[config.mk]
export PLATFORM = sky130hd
export DESIGN_NAME = imm_gen_pipe
export DESIGN_NICKNAME = d
export VERILOG_FILES = /design/src/rtl/imm_gen_pipe.sv
export SDC_FILE = /design/constraint.sdc
export NUM_CORES = 1
export LEC_CHECK = 0
export ABC_AREA = 1
export BUFFER_PORTS_ARGS = -buffer_cell sky130_fd_sc_hd__buf_2
export CAP_MARGIN = 15
export CORE_MARGIN = 2
export CORE_UTILIZATION = 45
export DETAILED_ROUTE_END_ITERATION = 10
export PLACE_DENSITY = 0.66
export RECOVER_POWER = 50
export SKIP_CTS_REPAIR_TIMING = 1
export SYNTH_ARGS = -nofsm -noshare
export SYNTH_HDL_FRONTEND = slang
export SYNTH_SLANG_ARGS = --single-unit
[constraint.sdc]
create_clock -name clk -period 1.86 [get_ports clk]
set_input_delay 0.186 -clock clk [delete_from_list [all_inputs] [get_ports clk]]
set_output_delay 0.186 -clock clk [all_outputs]
set_load 0.02 [all_outputs]
[src/rtl/imm_gen_pipe.sv]
// imm_gen_pipe: two-stage RV immediate generator (S1 holds the instruction, S2 the decoded result)
// with valid/ready backpressure, flush and a sideband tag. Macro IMMGEN_ZIMM_EN decodes CSR*I zimm.
module imm_gen_pipe #(
    parameter int unsigned XLEN  = 32,
    parameter int unsigned TAG_W = 32
) (
    input  logic             clk,
    input  logic             rst,
    input  logic             flush,
    input  logic             in_valid,
    output logic             in_ready,
    input  logic [31:0]      in_inst,
    input  logic [TAG_W-1:0] in_tag,
    output logic             out_valid,
    input  logic             out_ready,
    output logic [XLEN-1:0]  out_imm,
    output logic [2:0]       out_fmt,
    output logic             out_illegal,
    output logic [TAG_W-1:0] out_tag
);

    typedef enum logic [2:0] {
        FmtU       = 3'd0,
        FmtJ       = 3'd1,
        FmtI       = 3'd2,
        FmtUimm    = 3'd3,
        FmtS       = 3'd4,
        FmtB       = 3'd5,
        FmtNone    = 3'd6,
        FmtIllegal = 3'd7
    } fmt_e;

    localparam logic [6:0] OpLui     = 7'b0110111;
    localparam logic [6:0] OpAuipc   = 7'b0010111;
    localparam logic [6:0] OpJal     = 7'b1101111;
    localparam logic [6:0] OpJalr    = 7'b1100111;
    localparam logic [6:0] OpLoad    = 7'b0000011;
    localparam logic [6:0] OpStore   = 7'b0100011;
    localparam logic [6:0] OpBranch  = 7'b1100011;
    localparam logic [6:0] OpOpImm   = 7'b0010011;
    localparam logic [6:0] OpOpImm32 = 7'b0011011;
    localparam logic [6:0] OpOp      = 7'b0110011;
    localparam logic [6:0] OpOp32    = 7'b0111011;
    localparam logic [6:0] OpFence   = 7'b0001111;
    localparam logic [6:0] OpSystem  = 7'b1110011;

    localparam bit Rv64 = (XLEN == 64);

    // Replicates bit 31 of a 32-bit pre-assembled immediate up to XLEN-1.
    function automatic logic [XLEN-1:0] sext32(input logic [31:0] v);
        return XLEN'($signed(v));
    endfunction

    logic             r_s1_valid;
    logic [31:0]      r_s1_inst;
    logic [TAG_W-1:0] r_s1_tag;
    logic             r_s2_valid;
    logic [XLEN-1:0]  r_s2_imm;
    logic [2:0]       r_s2_fmt;
    logic             r_s2_illegal;
    logic [TAG_W-1:0] r_s2_tag;

    logic             w_s2_adv;
    logic             w_s1_adv;
    logic             w_accept;
    logic [6:0]       w_opcode;
    logic [2:0]       w_funct3;
    logic [XLEN-1:0]  w_imm;
    fmt_e             w_fmt;

    assign w_s2_adv = !r_s2_valid || out_ready;
    assign w_s1_adv = r_s1_valid && w_s2_adv;
    assign in_ready = (!r_s1_valid || w_s2_adv) && !flush;
    assign w_accept = in_valid && in_ready;

    assign w_opcode = r_s1_inst[6:0];
    assign w_funct3 = r_s1_inst[14:12];

    always_comb begin
        w_fmt = FmtIllegal;
        w_imm = '0;
        if (r_s1_inst[1:0] == 2'b11) begin
            case (w_opcode)
                OpLui, OpAuipc: begin
                    w_fmt = FmtU;
                    w_imm = sext32({r_s1_inst[31:12], 12'b0});
                end
                OpJal: begin
                    w_fmt = FmtJ;
                    w_imm = sext32({{11{r_s1_inst[31]}}, r_s1_inst[31], r_s1_inst[19:12],
                                    r_s1_inst[20], r_s1_inst[30:21], 1'b0});
                end
                OpJalr, OpLoad: begin
                    w_fmt = FmtI;
                    w_imm = sext32({{20{r_s1_inst[31]}}, r_s1_inst[31:20]});
                end
                OpStore: begin
                    w_fmt = FmtS;
                    w_imm = sext32({{20{r_s1_inst[31]}}, r_s1_inst[31:25], r_s1_inst[11:7]});
                end
                OpBranch: begin
                    w_fmt = FmtB;
                    w_imm = sext32({{19{r_s1_inst[31]}}, r_s1_inst[31], r_s1_inst[7],
                                    r_s1_inst[30:25], r_s1_inst[11:8], 1'b0});
                end
                OpOpImm: begin
                    // funct3 001/101 are the shifts: shamt is a zero-extended field.
                    if (w_funct3[1:0] == 2'b01) begin
                        if (Rv64) begin
                            w_fmt = FmtUimm;
                            w_imm = XLEN'(r_s1_inst[25:20]);
                        end else if (!r_s1_inst[25]) begin
                            w_fmt = FmtUimm;
                            w_imm = XLEN'(r_s1_inst[24:20]);
                        end
                    end else begin
                        w_fmt = FmtI;
                        w_imm = sext32({{20{r_s1_inst[31]}}, r_s1_inst[31:20]});
                    end
                end
                OpOpImm32: begin
                    if (Rv64) begin
                        if (w_funct3[1:0] == 2'b01) begin
                            if (!r_s1_inst[25]) begin
                                w_fmt = FmtUimm;
                                w_imm = XLEN'(r_s1_inst[24:20]);
                            end
                        end else begin
                            w_fmt = FmtI;
                            w_imm = sext32({{20{r_s1_inst[31]}}, r_s1_inst[31:20]});
                        end
                    end
                end
                OpOp, OpFence: w_fmt = FmtNone;
                OpOp32: begin
                    if (Rv64) begin
                        w_fmt = FmtNone;
                    end
                end
                OpSystem: begin
`ifdef IMMGEN_ZIMM_EN
                    if (w_funct3[2]) begin
                        w_fmt = FmtUimm;
                        w_imm = XLEN'(r_s1_inst[19:15]);
                    end else begin
                        w_fmt = FmtNone;
                    end
`else
                    w_fmt = FmtNone;
`endif
                end
                default: w_fmt = FmtIllegal;
            endcase
        end
    end

    always_ff @(posedge clk) begin
        if (rst) begin
            r_s1_valid   <= 1'b0;
            r_s1_inst    <= '0;
            r_s1_tag     <= '0;
            r_s2_valid   <= 1'b0;
            r_s2_imm     <= '0;
            r_s2_fmt     <= FmtNone;
            r_s2_illegal <= 1'b0;
            r_s2_tag     <= '0;
        end else if (flush) begin
            r_s1_valid <= 1'b0;
            r_s2_valid <= 1'b0;
        end else begin
            if (w_accept) begin
                r_s1_valid <= 1'b1;
                r_s1_inst  <= in_inst;
                r_s1_tag   <= in_tag;
            end else if (w_s1_adv) begin
                r_s1_valid <= 1'b0;
            end
            // S2 data only changes on a transfer, so a stalled result stays bit-stable.
            if (w_s1_adv) begin
                r_s2_valid   <= 1'b1;
                r_s2_imm     <= w_imm;
                r_s2_fmt     <= w_fmt;
                r_s2_illegal <= (w_fmt == FmtIllegal);
                r_s2_tag     <= r_s1_tag;
            end else if (out_ready) begin
                r_s2_valid <= 1'b0;
            end
        end
    end

    assign out_valid   = r_s2_valid;
    assign out_imm     = r_s2_imm;
    assign out_fmt     = r_s2_fmt;
    assign out_illegal = r_s2_illegal;
    assign out_tag     = r_s2_tag;

    a_illegal_fmt: assert property (@(posedge clk) out_illegal == (out_fmt == FmtIllegal));

    a_stall_stable: assert property (@(posedge clk)
        (!rst && r_s2_valid && !out_ready) |=>
            ($stable(r_s2_imm) && $stable(r_s2_fmt) && $stable(r_s2_tag)));

endmodule

==> metrics.csv, run 1 <==
stage,metric,value,unit
outcome,run status,finished clean,
final_layout,Post-Layout Cell Count,992,
clock_network,TritonCTS Buffers,17,
floorplanning,Die Span X,112,um
critical_path,Worst path slowest cell,dfxtp_1,
floorplanning,I/O Pins,139,
detailed_routing,routed vias/inst,5.13,
job,max-cap violations,0,
sta,"Hold Violations, Final",0,
pwr,Final Total Pwr,6.82,mW
placed_design,routability congestion estimate,0.917,
synthesis,Post-Syn Area,5270,sq um
clock_network,CTS H-tree depth,4,
final_layout,n_diodes,0,
min_path,Hold Crit Class,input port to flop,
detailed_routing,Pre-Repair DR Iteration Count,5,
global_routing,Congestion Overflow GR,0,
sta,min Tclk post-route,1.66,ns
pwr,Worst VDD drop,0.556,mV
global_routing,vias in the first global route,4929,
critical_path,crit-path max cell delay,0.33,ns
final_layout,post-route core utilization,0.574,
sta,final setup skew,0.00746,ns
synthesis,Synth cell types,21,
sta,Final Cycle Share,0.893,
critical_path,CP Capture Type,output pin,
sta,Setup-failing EPs final,0,
floorplanning,Site Rows,39,
detailed_routing,remaining design rule violation count,0,
critical_path,CP arrival,1.47,ns
placed_design,placed cells,960,
floorplanning,die footprint,12600,sq um
clock_network,clock buffer depth,2,
critical_path,worst path required time,1.67,ns
global_routing,All-Layer GR Usage,0.231,
synthesis,main combinational cell family by area after synthesis,simple AND/OR/NAND/NOR gates,
sta,fmax,602,MHz
synthesis,Synth Instances,718,
critical_path,Setup crit start kind,flop,
detailed_routing,Antenna Violating Nets Remaining,0,
synthesis,Compound-Gate Fraction of Synth Area,0.175,
clock_network,Clock Pin Slew Worst Setup and Hold Paths,0.06,ns
synthesis,Seq cells post-synth,134,
sta,"crit path setup slack, layout",0.200,ns
placed_design,dpl ws,0.194,ns
detailed_routing,violation count after the first detailed-route iteration,260,
final_layout,layout cells sized above 1,0.152,
final_layout,# fillers,1116,
final_layout,Syn-to-layout area delta,24.5,%
sta,actual slew at the worst max-slew pin,0.407,ns
detailed_routing,routed via count,5084,
synthesis,post-synthesis mux area share,0,
placed_design,placed inst area,6040,sq um
global_routing,pin count of the biggest net entering global routing,91,
clock_network,Clock Latency Late Sink,0.41,ns
final_layout,"commonest non-fill, non-tap cell in the layout",nand2_1,
critical_path,CP Cell Sequence,inv_1 -> nor2_2 -> nand2_1 -> nand2_1 -> inv_2 -> buf_4 -> buf_2,
critical_path,Crit Path Class,flop to output pin,
synthesis,register area share after synthesis,0.509,
placed_design,Detail Placement HPWL,9340,um
final_layout,final net count,905,
global_routing,initial antenna violation count,0,
detailed_routing,per-cell routed wire length,14.2,um
pwr,PD cells,1040,nW/um^2
sta,RSZ-0062 raised after global routing,no,
synthesis,simple-gate portion of the synthesized area,0.238,
sta,fin. max-slew vios,0,
clock_network,root buffer cell,clkbuf_16,
critical_path,Worst Path Max Fanout,17,
final_layout,sequential cell area,2680,sq um
synthesis,post-synthesis adder-cell area fraction,0,
global_routing,first-pass GRT wire length,23500,um
pwr,static leakage,2.77,nW
sta,Fin Setup TNS,0,ns
final_layout,final instance area,6560,sq um
floorplanning,Chip Height,112,um
final_layout,Multi-input gate area,2180,sq um
sta,Min Hold Slack,0.0459,ns
critical_path,cell repeated most along the worst path,nand2_1,
synthesis,syn avg cell area,7.34,sq um
synthesis,post-synthesis xor/xnor area fraction,0,
clock_network,CTS sink count,134,
detailed_routing,Routed WL,14100,um
final_layout,most frequent cells in the layout,"167 x nand2_1, 134 x dfxtp_1, 105 x a21oi_1, 72 x o21ai_0, 70 x clkbuf_1",
floorplanning,Core ar.,11400,sq um
sta,relative slew slack,0.726,
clock_network,CTS tree,done,
floorplanning,Starting Density,0.461,
synthesis,Mapped Nets,787,
synthesis,total of warnings raised by yosys,0,
placed_design,IO Port Bufs,138,
cell families (layout without fill, tap and decap cells):
| logic type | Yosys count | count (layout) |
|---|---|---|
| and+or+nand+nor | 303 | 303 |
| AOI/OAI and AO/OA | 181 | 181 |
| DFF | 134 | 134 |
| buffers and inverters | 100 | 231 |
cells in the mapped netlist:
cell type / number / share of area
nor3_2: 2 / 0.0038
a21oi_1: 105 / 0.10
buf_2: 15 / 0.014
o21ai_0: 72 / 0.068
dfxtp_1: 134 / 0.51
nand3_1: 54 / 0.051
inv_1: 46 / 0.033
nor2_4: 2 / 0.0043
nor3_1: 2 / 0.0019
inv_2: 5 / 0.0036
buf_1: 2 / 0.0014
a21oi_2: 4 / 0.0066
clkbuf_1: 29 / 0.021
nor2_2: 1 / 0.0012
clkbuf_2: 1 / 0.00095
nor3b_1: 1 / 0.0014
buf_6: 2 / 0.0043
nand2_2: 4 / 0.0047
nor2_1: 68 / 0.048
nand3b_1: 1 / 0.0014
nand2_1: 168 / 0.12
critical path: cells and delay by family (launching register included):
| family | cells | cell delay, ns |
|---|---|---|
| buf+inv | 4 | 0.46 |
| flops | 1 | 0.33 |
| simple gates | 3 | 0.28 |
report_power, final:
part / leakage [nW] / internal (mW) / switching, mW
combinational: 1.40 / 0.147 / 0.266
clock: 0.287 / 2.12 / 1.27
sequential: 1.09 / 2.96 / 0.0504
total: 2.77 / 5.23 / 1.58
layer usage:
metal	GRT usage	wire length [um]	vias to the layer above	part of all wire
met4	0.0862	245	0	0.017
met3	0.0567	834	22	0.059
met5	0	0	-	0
met2	0.387	6820	160	0.48
li1	-	-	2561	-
met1	0.288	6220	2341	0.44
flip-flops by register name (all words and copies together), names as in the netlist:
register     cells
out_tag         32
r_s1_inst       32
r_s1_tag        32
out_illegal      1
out_fmt          3
out_valid        1
r_s1_valid       1
out_imm         32
final timing paths:
kind / endpoint / from / cells past startpoint / slack (ns)
setup / recovery: in_ready / out_valid$_SDFFE_PP0P_ / 7 / 0.20
setup reg to reg: out_imm[18]$_SDFFE_PP0P_ / r_s1_inst[1]$_SDFFE_PP0P_ / 8 / 0.27
hold / removal: r_s1_tag[16]$_SDFFE_PP0P_ / in_tag[16] / 3 / 0.05
hold reg to reg: r_s1_tag[26]$_SDFFE_PP0P_ / r_s1_tag[26]$_SDFFE_PP0P_ / 2 / 0.45
cell type report:
cell class | count | share of cell area
clock inverter | 14 | 0.0267
sequential | 134 | 0.409
inverter | 51 | 0.0292
clock buffer | 18 | 0.0654
tap | 143 | 0.0273
multi-input combinational | 484 | 0.333
timing repair buffer | 148 | 0.109
(Power assumes the default switching activity.)
==> inputs of run 2 (changes only) <==
- CORE_ASPECT_RATIO: default -> 0.6
- CORE_MARGIN: 2 -> default
- PLACE_DENSITY: 0.66 -> 0.69
- clock period: 1.86 -> 1.5 ns (I/O delays scaled with it)
==> metrics.csv, run 2 (synthesis gave the netlist of run 1 again) <==
stage,metric,value,unit,change
pwr,switching share of total power,0.224,,was 0.232
sta,final setup skew,0.0100,ns,was 0.00746 ns
placed_design,IO Port Bufs,138,,unchanged
critical_path,worst path required time,1.85,ns,was 1.67 ns
final_layout,sequential cell area,2700,sq um,was 2680 sq um
floorplanning,Chip Height,85.8,um,was 112 um
outcome,violated checks,setup timing,,
detailed_routing,per-cell routed wire length,15.7,um,was 14.2 um
pwr,static leakage,3.40,nW,was 2.77 nW
min_path,Hold Crit Class,input port to flop,,unchanged
detailed_routing,Routed WL,16400,um,was 14100 um
detailed_routing,routed vias/inst,5.21,,was 5.13
critical_path,Setup crit start kind,flop,,unchanged
pwr,Clk pwr share,0.501,,was 0.497
sta,Min Hold Slack,0.00354,ns,was 0.0459 ns
clock_network,TritonCTS Buffers,17,,unchanged
critical_path,Worst Path Max Fanout,6,,was 17
clock_network,CTS H-tree depth,4,,unchanged
clock_network,Clock Latency Late Sink,0.41,ns,about the same
critical_path,CP arrival,1.99,ns,was 1.47 ns
sta,Final Cycle Share,1.10,,
clock_network,clock buffer depth,2,,unchanged
critical_path,Crit Path Class,flop to flop,,was flop to output pin
global_routing,Congestion Overflow GR,0,,unchanged
pwr,power share of the combinational group,0.070,,was 0.061
outcome,run status,finished with violations,,was finished clean
pwr,sequential share of power,0.430,,was 0.442
detailed_routing,remaining design rule violation count,0,,unchanged
clock_network,CTS tree,done,,unchanged
global_routing,vias in the first global route,4864,,was 4929
clock_network,root buffer cell,clkbuf_16,,unchanged
floorplanning,I/O Pins,139,,unchanged
global_routing,pin count of the biggest net entering global routing,58,,was 91
pwr,PD cells,1170,nW/um^2,was 1040 nW/um^2
sta,fin. max-slew vios,0,,unchanged
final_layout,layout cells sized above 1,0.359,,was 0.152
final_layout,n_diodes,0,,unchanged
floorplanning,Site Rows,30,,was 39
job,max-cap violations,0,,unchanged
sta,"crit path setup slack, layout",-0.143,ns,was 0.200 ns
floorplanning,Starting Density,0.465,,was 0.461
global_routing,first-pass GRT wire length,24200,um,was 23500 um
sta,fmax,609,MHz,
pwr,Pint,6.76,mW,was 5.23 mW
detailed_routing,routed via count,5430,,was 5084
final_layout,final net count,940,,was 905
critical_path,CP Capture Type,flop,,was output pin
sta,"Hold Violations, Final",0,,unchanged
floorplanning,die footprint,12200,sq um,was 12600 sq um
placed_design,Detail Placement HPWL,10000,um,was 9340 um
final_layout,Syn-to-layout area delta,41.7,%,was 24.5%
final_layout,Multi-input gate area,2560,sq um,was 2180 sq um
final_layout,# fillers,954,,was 1116
sta,RSZ-0062 raised after global routing,yes,,was no
pwr,Worst VDD drop,0.845,mV,was 0.556 mV
sta,relative slew slack,0.714,,was 0.726
clock_network,CTS sink count,134,,unchanged
detailed_routing,violation count after the first detailed-route iteration,465,,was 260
clock_network,Clock Pin Slew Worst Setup and Hold Paths,0.06,ns,about the same
sta,min Tclk post-route,1.64,ns,
sta,Setup-failing EPs final,21,,was 0
sta,actual slew at the worst max-slew pin,0.429,ns,was 0.407 ns
floorplanning,Core ar.,11300,sq um,was 11400 sq um
global_routing,initial antenna violation count,1,,was 0
detailed_routing,Antenna Violating Nets Remaining,0,,unchanged
pwr,Final Total Pwr,8.71,mW,was 6.82 mW
detailed_routing,Pre-Repair DR Iteration Count,5,,unchanged
final_layout,"commonest non-fill, non-tap cell in the layout",buf_2,,was nand2_1
placed_design,routability congestion estimate,0.923,,was 0.917
pwr,NetSw,1.95,mW,was 1.58 mW
floorplanning,Die Span X,142,um,was 112 um
final_layout,most frequent cells in the layout,"137 x buf_2, 129 x dfxtp_1, 121 x nand2_1, 89 x a21oi_1, 65 x nor2_1",,"was 167 x nand2_1, 134 x dfxtp_1, 105 x a21oi_1, 72 x o21ai_0, 70 x clkbuf_1"
global_routing,All-Layer GR Usage,0.256,,was 0.231
[run 2: critical path: stages, from the launching register on]
cell	delay, ns
dfxtp_4	0.35
inv_2	0.06
nand2_2	0.06
nor2_4	0.16
nand2_2	0.09
inv_2	0.09
a21oi_2	0.07
nand2_2	0.13
nand2_8	0.11
clkbuf_16	0.19
nand2_4	0.06
nand2_2	0.05
a21oi_2	0.15
[run 2: power by group through the flow]
stage	clock network, mW	logic (mW)	registers (mW)
2_1_floorplan	0	0.283	3.83
3_3_place_gp	0	0.535	3.81
3_5_place_dp	0	0.544	3.81
4_1_cts	4.38	0.549	3.74
5_1_grt	4.57	0.667	3.75
6_report	4.36	0.607	3.74
[run 2: worst paths after layout]
check | from | slack (ns) | to | cells past startpoint
worst max register to register | r_s1_inst[2]$_SDFFE_PP0P_ | -0.14 | out_imm[12]$_SDFFE_PP0P_ | 12
worst min-delay path | in_tag[19] | 0.004 | r_s1_tag[19]$_SDFFE_PP0P_ | 3
worst min register to register | r_s1_tag[24]$_SDFFE_PP0P_ | 0.45 | r_s1_tag[24]$_SDFFE_PP0P_ | 2
worst max-delay path | r_s1_inst[2]$_SDFFE_PP0P_ | -0.14 | out_imm[12]$_SDFFE_PP0P_ | 12
[run 2: final cells by class]
class                      instances  area share
clock buffer                      22      0.0622
clock inverter                     8      0.0199
inverter                          51      0.0260
multi-input combinational        484       0.343
sequential                       134       0.361
tap                              160      0.0268
timing repair buffer             183       0.161
[run 2: metal layers]
| layer | track usage | part of all wire | vias up | routed length, um |
|---|---|---|---|---|
| met2 | 0.362 | 0.43 | 237 | 7060 |
| li1 | - | - | 2626 | - |
| met3 | 0.0821 | 0.085 | 17 | 1390 |
| met5 | 0 | 0.00079 | - | 13 |
| met4 | 0.0743 | 0.0098 | 2 | 161 |
| met1 | 0.370 | 0.47 | 2548 | 7750 |
[run 2: through the flow]
step	setup slack, ns	area, sq um	std cells	util	TNS (ns)
floorplan	0.0345	5270	718	-	0
global placement	-0.0918	6260	1000	0.552	-0.605
detailed placement	-0.126	6260	1000	0.552	-1.05
CTS	-0.246	6870	1030	0.606	-2.09
global route	-0.199	7470	1042	0.659	-4.84
finish	-0.143	7470	1042	0.659	-1.90
==> inputs of run 3 (changes only) <==
- MAX_ROUTING_LAYER: default -> met4
==> metrics.csv, run 3 (synthesis gave the netlist of run 1 again) <==
stage,metric,value,unit,change
outcome,run status,finished with violations,,unchanged
outcome,violated checks,setup timing,,unchanged
min_path,Hold Crit Class,input port to flop,,unchanged
critical_path,RR Startpoint,r_s1_inst[3]$_SDFFE_PP0P_,,was r_s1_inst[2]$_SDFFE_PP0P_
floorplanning,die footprint,12200,sq um,unchanged
final_layout,final net count,940,,unchanged
sta,"crit path setup slack, layout",-0.0844,ns,was -0.143 ns
placed_design,dpl ws,-0.113,ns,was -0.126 ns
pwr,PD cells,1210,nW/um^2,was 1170 nW/um^2
critical_path,CP Cell Sequence,inv_2 -> nand2_2 -> nor2_4 -> nand2_2 -> buf_4 -> nand2_2 -> nand2_4 -> clkbuf_16 -> nand2_1 -> nand2_1 -> a21oi_1,,was inv_2 -> nand2_2 -> nor2_4 -> nand2_2 -> inv_2 -> a21oi_2 -> nand2_2 -> nand2_8 -> clkbuf_16 -> nand2_4 -> nand2_2 -> a21oi_2
critical_path,CP Capture Type,flop,,unchanged
min_path,HP Start,in_tag[13],,was in_tag[19]
placed_design,routability congestion estimate,0.946,,was 0.923
clock_network,Clock Latency Late Sink,0.41,ns,about the same
detailed_routing,Routed WL,15300,um,was 16400 um
critical_path,R2R Setup Slk,-0.08,ns,was -0.14 ns
placed_design,IO Port Bufs,138,,unchanged
clock_network,clock buffer depth,2,,unchanged
sta,"Hold Violations, Final",0,,unchanged
critical_path,Crit Path Class,flop to flop,,unchanged
sta,Fin Setup TNS,-0.283,ns,was -1.90 ns
sta,final setup skew,0.00927,ns,was 0.0100 ns
pwr,static leakage,3.34,nW,was 3.40 nW
pwr,Worst VDD drop,0.765,mV,was 0.845 mV
floorplanning,Core ar.,11300,sq um,unchanged
critical_path,CP top delay family,simple AND/OR/NAND/NOR gates,,unchanged
critical_path,Critical Path Source,r_s1_inst[3]$_SDFFE_PP0P_,,was r_s1_inst[2]$_SDFFE_PP0P_
clock_network,Clock Pin Slew Worst Setup and Hold Paths,0.06,ns,about the same
detailed_routing,routed via count,5378,,was 5430
floorplanning,I/O Pins,139,,unchanged
clock_network,TritonCTS Buffers,17,,unchanged
pwr,switching share of total power,0.228,,was 0.224
pwr,power share of the combinational group,0.069,,was 0.070
clock_network,CTS H-tree depth,4,,unchanged
critical_path,worst path required time,1.83,ns,was 1.85 ns
global_routing,pin count of the biggest net entering global routing,46,,was 58
clock_network,CTS sink count,134,,unchanged
pwr,Pint,6.71,mW,was 6.76 mW
detailed_routing,Pre-Repair DR Iteration Count,4,,was 5
sta,relative slew slack,0.759,,was 0.714
final_layout,most frequent cells in the layout,"154 x nand2_1, 137 x buf_2, 127 x dfxtp_1, 98 x a21oi_1, 66 x o21ai_0",,"was 137 x buf_2, 129 x dfxtp_1, 121 x nand2_1, 89 x a21oi_1, 65 x nor2_1"
placed_design,Detail Placement HPWL,10200,um,was 10000 um
sta,Setup-failing EPs final,13,,was 21
sta,min Tclk post-route,1.58,ns,was 1.64 ns
global_routing,Congestion Overflow GR,0,,unchanged
floorplanning,Chip Height,85.8,um,unchanged
detailed_routing,violation count after the first detailed-route iteration,493,,was 465
critical_path,Worst Path Max Fanout,9,,was 6
sta,RSZ-0062 raised after global routing,yes,,unchanged
critical_path,Setup crit start kind,flop,,unchanged
sta,fmax,631,MHz,was 609 MHz
global_routing,All-Layer GR Usage,0.262,,was 0.256
clock_network,root buffer cell,clkbuf_16,,unchanged
final_layout,Syn-to-layout area delta,36.3,%,was 41.7%
sta,fin. max-slew vios,0,,unchanged
critical_path,cell repeated most along the worst path,nand2_2,,unchanged
final_layout,layout cells sized above 1,0.305,,was 0.359
final_layout,# fillers,991,,was 954
global_routing,vias in the first global route,4837,,was 4864
floorplanning,Die Span X,142,um,unchanged
critical_path,CP Buf/Inv Count,3,,unchanged
detailed_routing,Antenna Violating Nets Remaining,0,,unchanged
pwr,NetSw,1.98,mW,was 1.95 mW
critical_path,crit-path max cell delay,0.33,ns,was 0.35 ns
global_routing,first-pass GRT wire length,24000,um,was 24200 um
floorplanning,Starting Density,0.465,,unchanged
detailed_routing,remaining design rule violation count,0,,unchanged
critical_path,Worst path slowest cell,dfxtp_2,,was dfxtp_4
global_routing,initial antenna violation count,1,,unchanged
clock_network,CTS tree,done,,unchanged
detailed_routing,routed vias/inst,5.15,,was 5.21
sta,actual slew at the worst max-slew pin,0.362,ns,was 0.429 ns
detailed_routing,per-cell routed wire length,14.7,um,was 15.7 um
pwr,sequential share of power,0.431,,was 0.430
critical_path,CP arrival,1.92,ns,was 1.99 ns
floorplanning,Site Rows,30,,unchanged
pwr,Clk pwr share,0.501,,about the same
final_layout,"commonest non-fill, non-tap cell in the layout",nand2_1,,was buf_2
job,max-cap violations,0,,unchanged
sta,Final Cycle Share,1.06,,was 1.10
==> run 3: cell count changes in the layout (fill, tap and decap cells not counted), sizes merged <==
cell         previous run  this run
inv                    51        52
clkinv                  2         3
diode                   0         1
clkbuf                 26        23
buf                   179       180
clkinvlp                2         3
dlygate4sd3             0         2
bufinv                  4         3
==> run 3: worst paths after layout <==
path	cells past startpoint	end
worst max-delay path	11	out_imm[28]$_SDFFE_PP0P_
worst min-delay path	3	r_s1_tag[13]$_SDFFE_PP0P_
worst max register to register	11	out_imm[28]$_SDFFE_PP0P_
worst min register to register	2	out_fmt[1]$_SDFFE_PP1P_
==> run 3: per-layer routing <==
layer | GRT usage | wire, um | up-vias
met5 | - | 0 | -
met4 | 0.0714 | 118 | 0
met3 | 0.0787 | 1350 | 12
met2 | 0.363 | 6560 | 237
met1 | 0.367 | 7300 | 2499
li1 | - | - | 2630
==> run 3: metrics by stage <==
stage               cells  utilization  hold slack, ns  power (mW)  cell area [sq um]
CTS                  1032        0.608        -0.00965        8.69               6890
global route         1045        0.634         0.00506        8.98               7180
detailed placement   1000        0.552           0.428        4.36               6260
finish               1045        0.634         0.00667        8.69               7180
global placement     1000        0.552           0.425        4.34               6260
floorplan             718            -           0.317        4.11               5270
==> run 3: worst min-delay path: cells and delay by family <==
kind                   cells  cell delay, ns
AOI/OAI and AO/OA          1            0.06
buffers and inverters      1            0.09
and+or+nand+nor            1            0.06
==> run 3: layout make-up <==
cell class	count	area [sq um]	area share
Tap cell	160	200	0.0279
Timing Repair Buffer	183	1140	0.159
Multi-Input combinational cell	484	2320	0.322
Antenna cell	1	2.50	0.000348
Sequential cell	134	2690	0.375
Inverter	51	199	0.0277
Clock buffer	22	484	0.0674
Clock inverter	10	144	0.0200
==> run 3: power by group through the flow <==
stage	registers (mW)	logic, mW	clock network, mW
4_1_cts	3.74	0.550	4.41
3_3_place_gp	3.81	0.535	0
5_1_grt	3.75	0.652	4.57
6_report	3.74	0.597	4.35
3_5_place_dp	3.81	0.546	0
2_1_floorplan	3.83	0.283	0
